$ cat src/rtl/fetch_pc_unit_pkg.sv
// Shared definitions for the fetch/PC stage: data width, fetch state encoding and the NOP word.
package fetch_pc_unit_pkg;

    localparam int XLEN = 32;

    // addi x0, x0, 0 -- what decode sees whenever no real instruction is present
    localparam logic [XLEN-1:0] NOP_INST = 32'h0000_0013;

    typedef enum logic [1:0] {
        BOOT = 2'd0,
        RUN  = 2'd1,
        HALT = 2'd2
    } state_t;

endpackage

$ cat src/rtl/fetch_range_chk.sv
// Legal-fetch window compare and redirect-target alignment handling.
// Behaviour of misaligned targets depends on FETCH_MISALIGN_TRAP_EN.
module fetch_range_chk
    import fetch_pc_unit_pkg::*;
#(
    parameter int unsigned MEM_NBYTE = 4096
) (
    input  logic [XLEN-1:0] pc,
    input  logic [XLEN-1:0] target_raw,
    output logic            legal,
    output logic            trap,
    output logic [XLEN-1:0] target
);

    logic [XLEN:0] last_byte;

    // One extra bit keeps a pc near 2^32 from wrapping back into the legal window
    assign last_byte = {1'b0, pc} + (XLEN+1)'(3);
    assign legal     = last_byte < (XLEN+1)'(MEM_NBYTE);

`ifdef FETCH_MISALIGN_TRAP_EN
    assign trap   = |target_raw[1:0];
    assign target = target_raw;
`else
    assign trap   = 1'b0;
    assign target = target_raw & ~XLEN'(3);
`endif

endmodule

$ cat src/rtl/fetch_pc_unit.sv
// PC register and fetch control in front of a combinational IMEM; sticky halt on bad fetches.
// Optional: FETCH_MISALIGN_TRAP_EN makes misaligned redirects halt instead of being truncated.
module fetch_pc_unit
    import fetch_pc_unit_pkg::*;
#(
    parameter logic [XLEN-1:0] RESET_PC  = 32'h0000_0000,
    parameter int unsigned     MEM_NBYTE = 4096
) (
    input  logic            clk,
    input  logic            rst,
    input  logic            stall,
    input  logic            redirect_valid,
    input  logic [XLEN-1:0] redirect_pc,
    output logic [XLEN-1:0] imem_addr,
    input  logic [XLEN-1:0] imem_inst,
    output logic [XLEN-1:0] if_pc,
    output logic [XLEN-1:0] if_pc4,
    output logic [XLEN-1:0] if_inst,
    output logic            if_valid,
    output logic            halted,
    output logic            misalign,
    output logic [XLEN-1:0] fetch_cnt
);

    state_t          state;
    logic [XLEN-1:0] pc;
    logic            legal;
    logic            trap;
    logic [XLEN-1:0] target;

    fetch_range_chk #(
        .MEM_NBYTE (MEM_NBYTE)
    ) u_range_chk (
        .pc         (pc),
        .target_raw (redirect_pc),
        .legal      (legal),
        .trap       (trap),
        .target     (target)
    );

    assign imem_addr = pc;
    assign if_pc     = pc;
    assign if_pc4    = pc + XLEN'(4);
    assign if_valid  = (state == RUN) && legal;
    assign if_inst   = if_valid ? imem_inst : NOP_INST;

`ifdef FETCH_MISALIGN_TRAP_EN
    logic misalign_q;
    assign misalign = misalign_q;
`else
    assign misalign = 1'b0;
`endif

    // A range fault beats both stall and redirect; a stall beats a redirect
    always_ff @(posedge clk or posedge rst) begin
        if (rst) begin
            state     <= BOOT;
            pc        <= RESET_PC;
            halted    <= 1'b0;
            fetch_cnt <= '0;
`ifdef FETCH_MISALIGN_TRAP_EN
            misalign_q <= 1'b0;
`endif
        end else begin
            case (state)
                BOOT: state <= RUN;
                RUN: begin
                    if (legal && !stall && fetch_cnt != '1) begin
                        fetch_cnt <= fetch_cnt + XLEN'(1);
                    end
                    if (!legal) begin
                        state  <= HALT;
                        halted <= 1'b1;
                    end else if (!stall && redirect_valid) begin
                        if (trap) begin
                            state  <= HALT;
                            halted <= 1'b1;
`ifdef FETCH_MISALIGN_TRAP_EN
                            misalign_q <= 1'b1;
`endif
                        end else begin
                            pc <= target;
                        end
                    end else if (!stall) begin
                        pc <= pc + XLEN'(4);
                    end
                end
                HALT:    state <= HALT;
                default: state <= HALT;
            endcase
        end
    end

endmodule

$ cat config.mk
export PLATFORM = sky130hd
export DESIGN_NAME = fetch_pc_unit
export DESIGN_NICKNAME = d
export VERILOG_FILES = /design/src/rtl/fetch_pc_unit_pkg.sv /design/src/rtl/fetch_range_chk.sv /design/src/rtl/fetch_pc_unit.sv
export SDC_FILE = /design/constraint.sdc
export NUM_CORES = 1
export LEC_CHECK = 0
export CAP_MARGIN = 20
export CORE_ASPECT_RATIO = 1.4
export CORE_MARGIN = 5
export CORE_UTILIZATION = 43
export CTS_CLUSTER_DIAMETER = 40
export DETAILED_ROUTE_END_ITERATION = 8
export GPL_TIMING_DRIVEN = 1
export PLACE_DENSITY = 0.94
export SLEW_MARGIN = 15
export SYNTH_ARGS = -nofsm -noshare
export SYNTH_HDL_FRONTEND = slang
export SYNTH_SLANG_ARGS = --single-unit
$ cat constraint.sdc
create_clock -name clk -period 6.8 [get_ports clk]
set_input_delay 1.36 -clock clk [delete_from_list [all_inputs] [get_ports clk]]
set_output_delay 1.36 -clock clk [all_outputs]
set_load 0.02 [all_outputs]
== Yosys cells after proc, flatten, opt, wreduce, memory -nomap -nowiden ==
Cells that the tools add are included.

* Add/sub/neg operators: 3
* Magnitude comparators: 1
* Equality and inequality tests: 4
* Muxes and demuxes: 5
* Bitwise gates (word level): 1
* Reduce and logical (&&, ||, !) cells: 9

{| class="wikitable"
|+ Operators with widths
! cell !! count
|-
| 32-bit 2-to-1 mux || 3
|-
| 32-bit by 2-bit adder with 33-bit output, second input constant || 1
|-
| 33-bit by 13-bit less-than comparator with 1-bit output, second input constant || 1
|-
| 32-bit by 1-bit adder with 32-bit output, second input constant || 1
|-
| 32-bit by 3-bit adder with 32-bit output, second input constant || 1
|-
| 32-bit != test, second input constant || 1
|-
| 1-bit logical AND || 4
|-
| 2-bit case mux with 2 select lines || 1
|-
| 2-bit AND reduction || 2
|-
| 3-bit AND reduction || 1
|-
| 2-bit by 1-bit equality test with 1-bit output, second input constant || 1
|-
| 2-bit zero test || 1
|-
| 2-bit 2-to-1 mux || 1
|-
| 2-bit by 1-bit != test with 1-bit output, second input constant || 1
|-
| 2-bit != test, second input constant || 1
|-
| 1-bit zero test || 1
|-
| 1-bit NOT || 1
|}

* Bits in registers: 67
* Input bits: 68
* Output and inout port bits: 163
* Logic and storage cells: 27

== Longest topological paths before layout ==
* Depth after elaboration: 5
* Mapped depth: 7
* Gate-level depth less buffers: 6

== Cells and area by module ==
Synthesis repeated with hierarchy kept, for this count alone.

* Cell total of the unflattened synthesis: 542
* Area total of the unflattened synthesis: 4,799.6 um^2

{| class="wikitable"
|+ By module, submodules not included
! module !! times used !! cells each !! area each (um^2) !! sequential area each (um^2)
|-
| fetch_pc_unit || 1 || 477 || 4,321.6 || 1,676.6
|-
| fetch_range_chk || 1 || 65 || 478.0 || 0.0
|}

== Worst setup path after synthesis ==
Ideal clock, no wire load.

* Path type: reg2out
* From: register pc[3], in the netlist if_pc[3]
* To: output if_pc4[30]
* Arrival: 2,209 ps
* Data required time: 5,440 ps
* Path slack: 3,231 ps
* Cell stages (with the launch flop): 7
* Buffers on the path: 1
* Path through: dfrtp_1 -> ha_1 -> and3_1 -> clkbuf_1 -> nand3_1 -> or4_1 -> xnor2_1

* Cells in the longest elaborated chain, start to end: 1

{| class="wikitable"
|+ Ends and longest elaborated chain
! item !! line !! text
|-
| start: declaration || fetch_pc_unit.sv:26 || <nowiki>logic [XLEN-1:0] pc;</nowiki>
|-
| start signal: assignment || fetch_pc_unit.sv:82 || <nowiki>pc <= target;</nowiki>
|-
| start signal: assignment || fetch_pc_unit.sv:85 || <nowiki>pc <= pc + XLEN'(4);</nowiki>
|-
| 32-bit by 3-bit adder with 32-bit output || fetch_pc_unit.sv:43 || <nowiki>assign if_pc4 = pc + XLEN'(4);</nowiki>
|-
| end: declaration || fetch_pc_unit.sv:17 || <nowiki>output logic [XLEN-1:0] if_pc4,</nowiki>
|}

Every way passes these cells.

== Worst setup path in the final report ==
* From: register pc[23], in the netlist if_pc[23]
* To: output if_inst[13]

* Cells in the longest elaborated chain, start to end: 4

{| class="wikitable"
|+ Ends and longest elaborated chain
! item !! line !! text
|-
| 32-bit by 2-bit adder with 33-bit output || fetch_range_chk.sv:18 || <nowiki>assign last_byte = {1'b0, pc} + (XLEN+1)'(3);</nowiki>
|-
| 33-bit by 13-bit less-than comparator with 1-bit output || fetch_range_chk.sv:19 || <nowiki>assign legal = last_byte < (XLEN+1)'(MEM_NBYTE);</nowiki>
|-
| 1-bit logical AND || fetch_pc_unit.sv:44 || <nowiki>assign if_valid = (state == RUN) && legal;</nowiki>
|-
| 32-bit 2-to-1 mux || fetch_pc_unit.sv:45 || <nowiki>assign if_inst = if_valid ? imem_inst : NOP_INST;</nowiki>
|-
| end: declaration || fetch_pc_unit.sv:18 || <nowiki>output logic [XLEN-1:0] if_inst,</nowiki>
|}

Every way passes these cells.

==> impl_metrics.csv <==
group,metric,value,unit
hold_path,timing.hold.worst.class,"reg2reg",
worst_setup_path,crit_path_cell_trace,"nor4_4 -> nand3_4 -> or2_1 -> nor3b_4 -> and2_1 -> clkdlybuf4s50_1",
global_route,pin_count_of_the_biggest_net_entering_global_routing,66,
layout,seq_area,1630,µm²
flow_run,maxCapViolations,0,
power,sequentialPowerShare,41.6,%
power,cell_pwr_density,139,nW/µm²
die,die_height,128,µm
clocking,tritoncts,"done",
die,rows,43,
clocking,clock_sinks,65,
synthesis,netlist_area,4310,µm²
worst_setup_path,required,5.44,ns
layout,finish.cell_count_without_fillers,800,
sta,worstMarginPinSlew,0.906,ns
die,placeableCoreArea,9850,µm²
layout,multi_input_area,2260,µm²
layout,num-fill-cells,737,
global_route,total_overflow_reported_by_the_global_router,0,
routing,routed_wire_length_per_instance,19.1,µm
die,initial_core_utilization,43.8,%
die,floorplan.die_area,12100,µm²
sta,timing.final.crit_period,4.82,ns
synthesis,synth_enable_flop_cells,0,
synthesis,netlist_instances,472,
clocking,cts.repair_timing.setup_buffer_count,0,
synthesis,synth-async-reset-ratio,100,%
routing,dr.first_iter.drc_count,185,
sta,timing.clock.skew,0.00754,ns
routing,wirelength,15.3,mm
die,io-pin-count,231,
synthesis,synth.yosys.warnings,0,
synthesis,yosys.cell_types.count,47,
power,p_leak,2.70,nW
layout,flow.area_growth_from_synthesis,55.2,%
power,combPwrFrac,6.9,%
sta,fin_tns_setup,0,ns
placed_design,gp_congestion,0.867,
sta,max_freq,208,MHz
placed_design,place_inst,781,
layout,final_layout_size_suffix_gt1_share,6.03,%
die,die_x,94.6,µm
clocking,cts_hold_buffers,0,
layout,layout_common_cells,"221 x clkdlybuf4s50_1, 65 x dfrtp_1, 48 x xnor2_1",
clocking,cts-root-to-sink-buffers,2,
clocking,clk-insertion-delay-late,0.33,ns
routing,drc_violations_left,0,
power,p_int,739,µW
clocking,clock-root-buffer,"clkbuf_16",
synthesis,yosys_register_bits,65,
power,clock_network_fraction_of_design_power,51.5,%
status,result_of_the_run,"finished, final reports clean",
clocking,cts_inserted_buffers,9,
routing,viasPerCell,5.40,
power,irDropWorstVdd,0.116,mV
worst_setup_path,critical-path-max-stage-delay,0.75,ns
synthesis,most_used_flip_flop_cell_after_synthesis,"dfrtp_1",
sta,rsz0062_at_grt,"false",
routing,first_pass_iters,5,
sta,setup_viol,0,
global_route,grt_first_pass_wirelength,23.5,mm
worst_setup_path,arrival,3.46,ns
sta,report.final.slew_viol_count,0,
worst_setup_path,slowest_stage,"nor3b_4",
synthesis,synth.yosys.seq_area_share,37.8,%
sta,relative_slew_slack,39.4,%
clocking,clock_tree.htree_level_count,3,
worst_setup_path,worst-setup-path-type,"reg2out",
worst_setup_path,type_of_element_launching_the_critical_path,"flop",
routing,ant_nets,0,
sta,finalHoldViolCount,0,
placed_design,total_of_buffers_placed_on_input_and_output_ports,221,
layout,layout.cells.most_common,"clkdlybuf4s50_1",
layout,final_nets,728,
placed_design,post-dp-hpwl,11.8,mm
global_route,antenna_violations_before_repair,2,
global_route,track_usage,25.0,%
routing,vias,4319,
clocking,clk_pin_slew_worst_paths,0.06,ns
power,sw_frac_of_total,20.7,%
synthesis,syn-mean-instance-area,9.13,µm²
worst_setup_path,worst-path-max-fanout,33,
worst_setup_path,critical_path.endpoint_type,"output port",
clocking,ctsResizeCount,0,
power,power.net_switching,193,µW
global_route,grt_pass1_vias,4484,
sta,timing.final.crit_share,70.9,%
==> final timing paths <==
path / start / to / slack [ns] / cells past startpoint
worst max-delay path: if_pc[23]$_DFFE_PP0P_ / if_inst[13] / 1.98 / 6
worst min-delay path: halted$_DFFE_PP0P_ / halted$_DFFE_PP0P_ / 0.47 / 1
worst max register to register: if_pc[23]$_DFFE_PP0P_ / fetch_cnt[1]$_DFFE_PP0P_ / 4.22 / 6
worst min register to register: halted$_DFFE_PP0P_ / halted$_DFFE_PP0P_ / 0.47 / 1
max in group asynchronous: rst / if_pc[31]$_DFFE_PP0P_ / 4.63 / 3
min in group asynchronous: rst / fetch_cnt[23]$_DFFE_PP0P_ / 1.59 / 3
==> per-layer routing <==
layer	up-vias	track usage (%)	routed length, µm
met3	32	7.60	1570
met5	-	0	0
met2	263	45.5	8170
li1	1967	-	-
met4	0	14.4	487
met1	2057	24.7	5080
==> critical path: cells and delay by family (launching register included) <==
family                 cells  cell delay (ns)
AND/OR/NAND/NOR            5             1.98
buffers and inverters      1             0.62
flip-flops                 1             0.52
==> layout make-up <==
cell class	count	share of cell area, %
clock inverters	2	0.524
inverters	14	0.786
well taps	135	2.53
repair buffers	227	33.8
diodes	2	0.0749
clock buffers	14	4.10
flip-flops and latches	65	24.3
multi-input cells	341	33.9
==> cells in the mapped netlist (3+ instances only) <==
| cell | n | share of area (%) |
|---|---|---|
| a31oi_1 | 3 | 0.44 |
| and2_1 | 33 | 4.8 |
| nor2_1 | 21 | 1.8 |
| and3_1 | 10 | 1.5 |
| nand3_1 | 23 | 2.7 |
| xnor2_1 | 48 | 9.8 |
| buf_4 | 37 | 6.4 |
| a21oi_1 | 18 | 2.1 |
| o21a_1 | 7 | 1.2 |
| and4_1 | 4 | 0.81 |
| o21bai_1 | 10 | 1.7 |
| nor3_1 | 4 | 0.46 |
| clkbuf_1 | 12 | 1.0 |
| dfrtp_1 | 65 | 38 |
| nor4_1 | 5 | 0.73 |
| mux2i_1 | 3 | 0.70 |
| buf_6 | 4 | 1.0 |
| nand4_1 | 31 | 4.5 |
| nand2b_1 | 8 | 1.2 |
| buf_2 | 5 | 0.58 |
| nand2_1 | 34 | 3.0 |
| xor2_1 | 11 | 2.2 |
| inv_1 | 14 | 1.2 |
| a31o_2 | 4 | 0.81 |
| o21ai_0 | 26 | 3.0 |
| nor4_4 | 4 | 2.0 |
==> through the flow <==
step	hold slack [ns]	total power, mW	area, µm²	util (%)	worst slack [ns]
2_1_floorplan	0.495	0.417	4330	-	3.23
3_3_place_gp	0.462	0.457	6360	64.6	2.43
3_5_place_dp	0.467	0.458	6360	64.6	2.30
4_1_cts	0.478	0.935	6670	67.7	1.95
5_1_grt	0.499	0.958	6690	67.9	1.70
6_report	0.468	0.931	6690	67.9	1.98
==> registers in the layout, indices dropped and copies added (netlist names) <==
name       cells
fetch_cnt     32
if_pc         30
state          2
halted         1
==> power by group through the flow <==
stage / combinational (mW) / clock, mW / sequential, mW
floorplan: 0.0226 / 0 / 0.394
global placement: 0.0635 / 0 / 0.394
detailed placement: 0.0641 / 0 / 0.394
CTS: 0.0644 / 0.483 / 0.387
global route: 0.0695 / 0.501 / 0.387
finish: 0.0646 / 0.480 / 0.387
==> kinds of logic (layout without fill, tap and decap cells) <==
group / count (synthesis) / in the layout / share of synthesized area, %
simple gates: 194 / 194 / 27.9
fa+ha+maj: 2 / 2 / 0.581
mux: 4 / 4 / 0.958
other cells: 1 / 9 / 0.0870
compound gates: 75 / 75 / 10.4
xor+xnor: 59 / 59 / 12.0
flops: 65 / 65 / 37.8
buf+inv: 72 / 257 / 10.3
No activity file was read; power rests on OpenSTA's default activity.
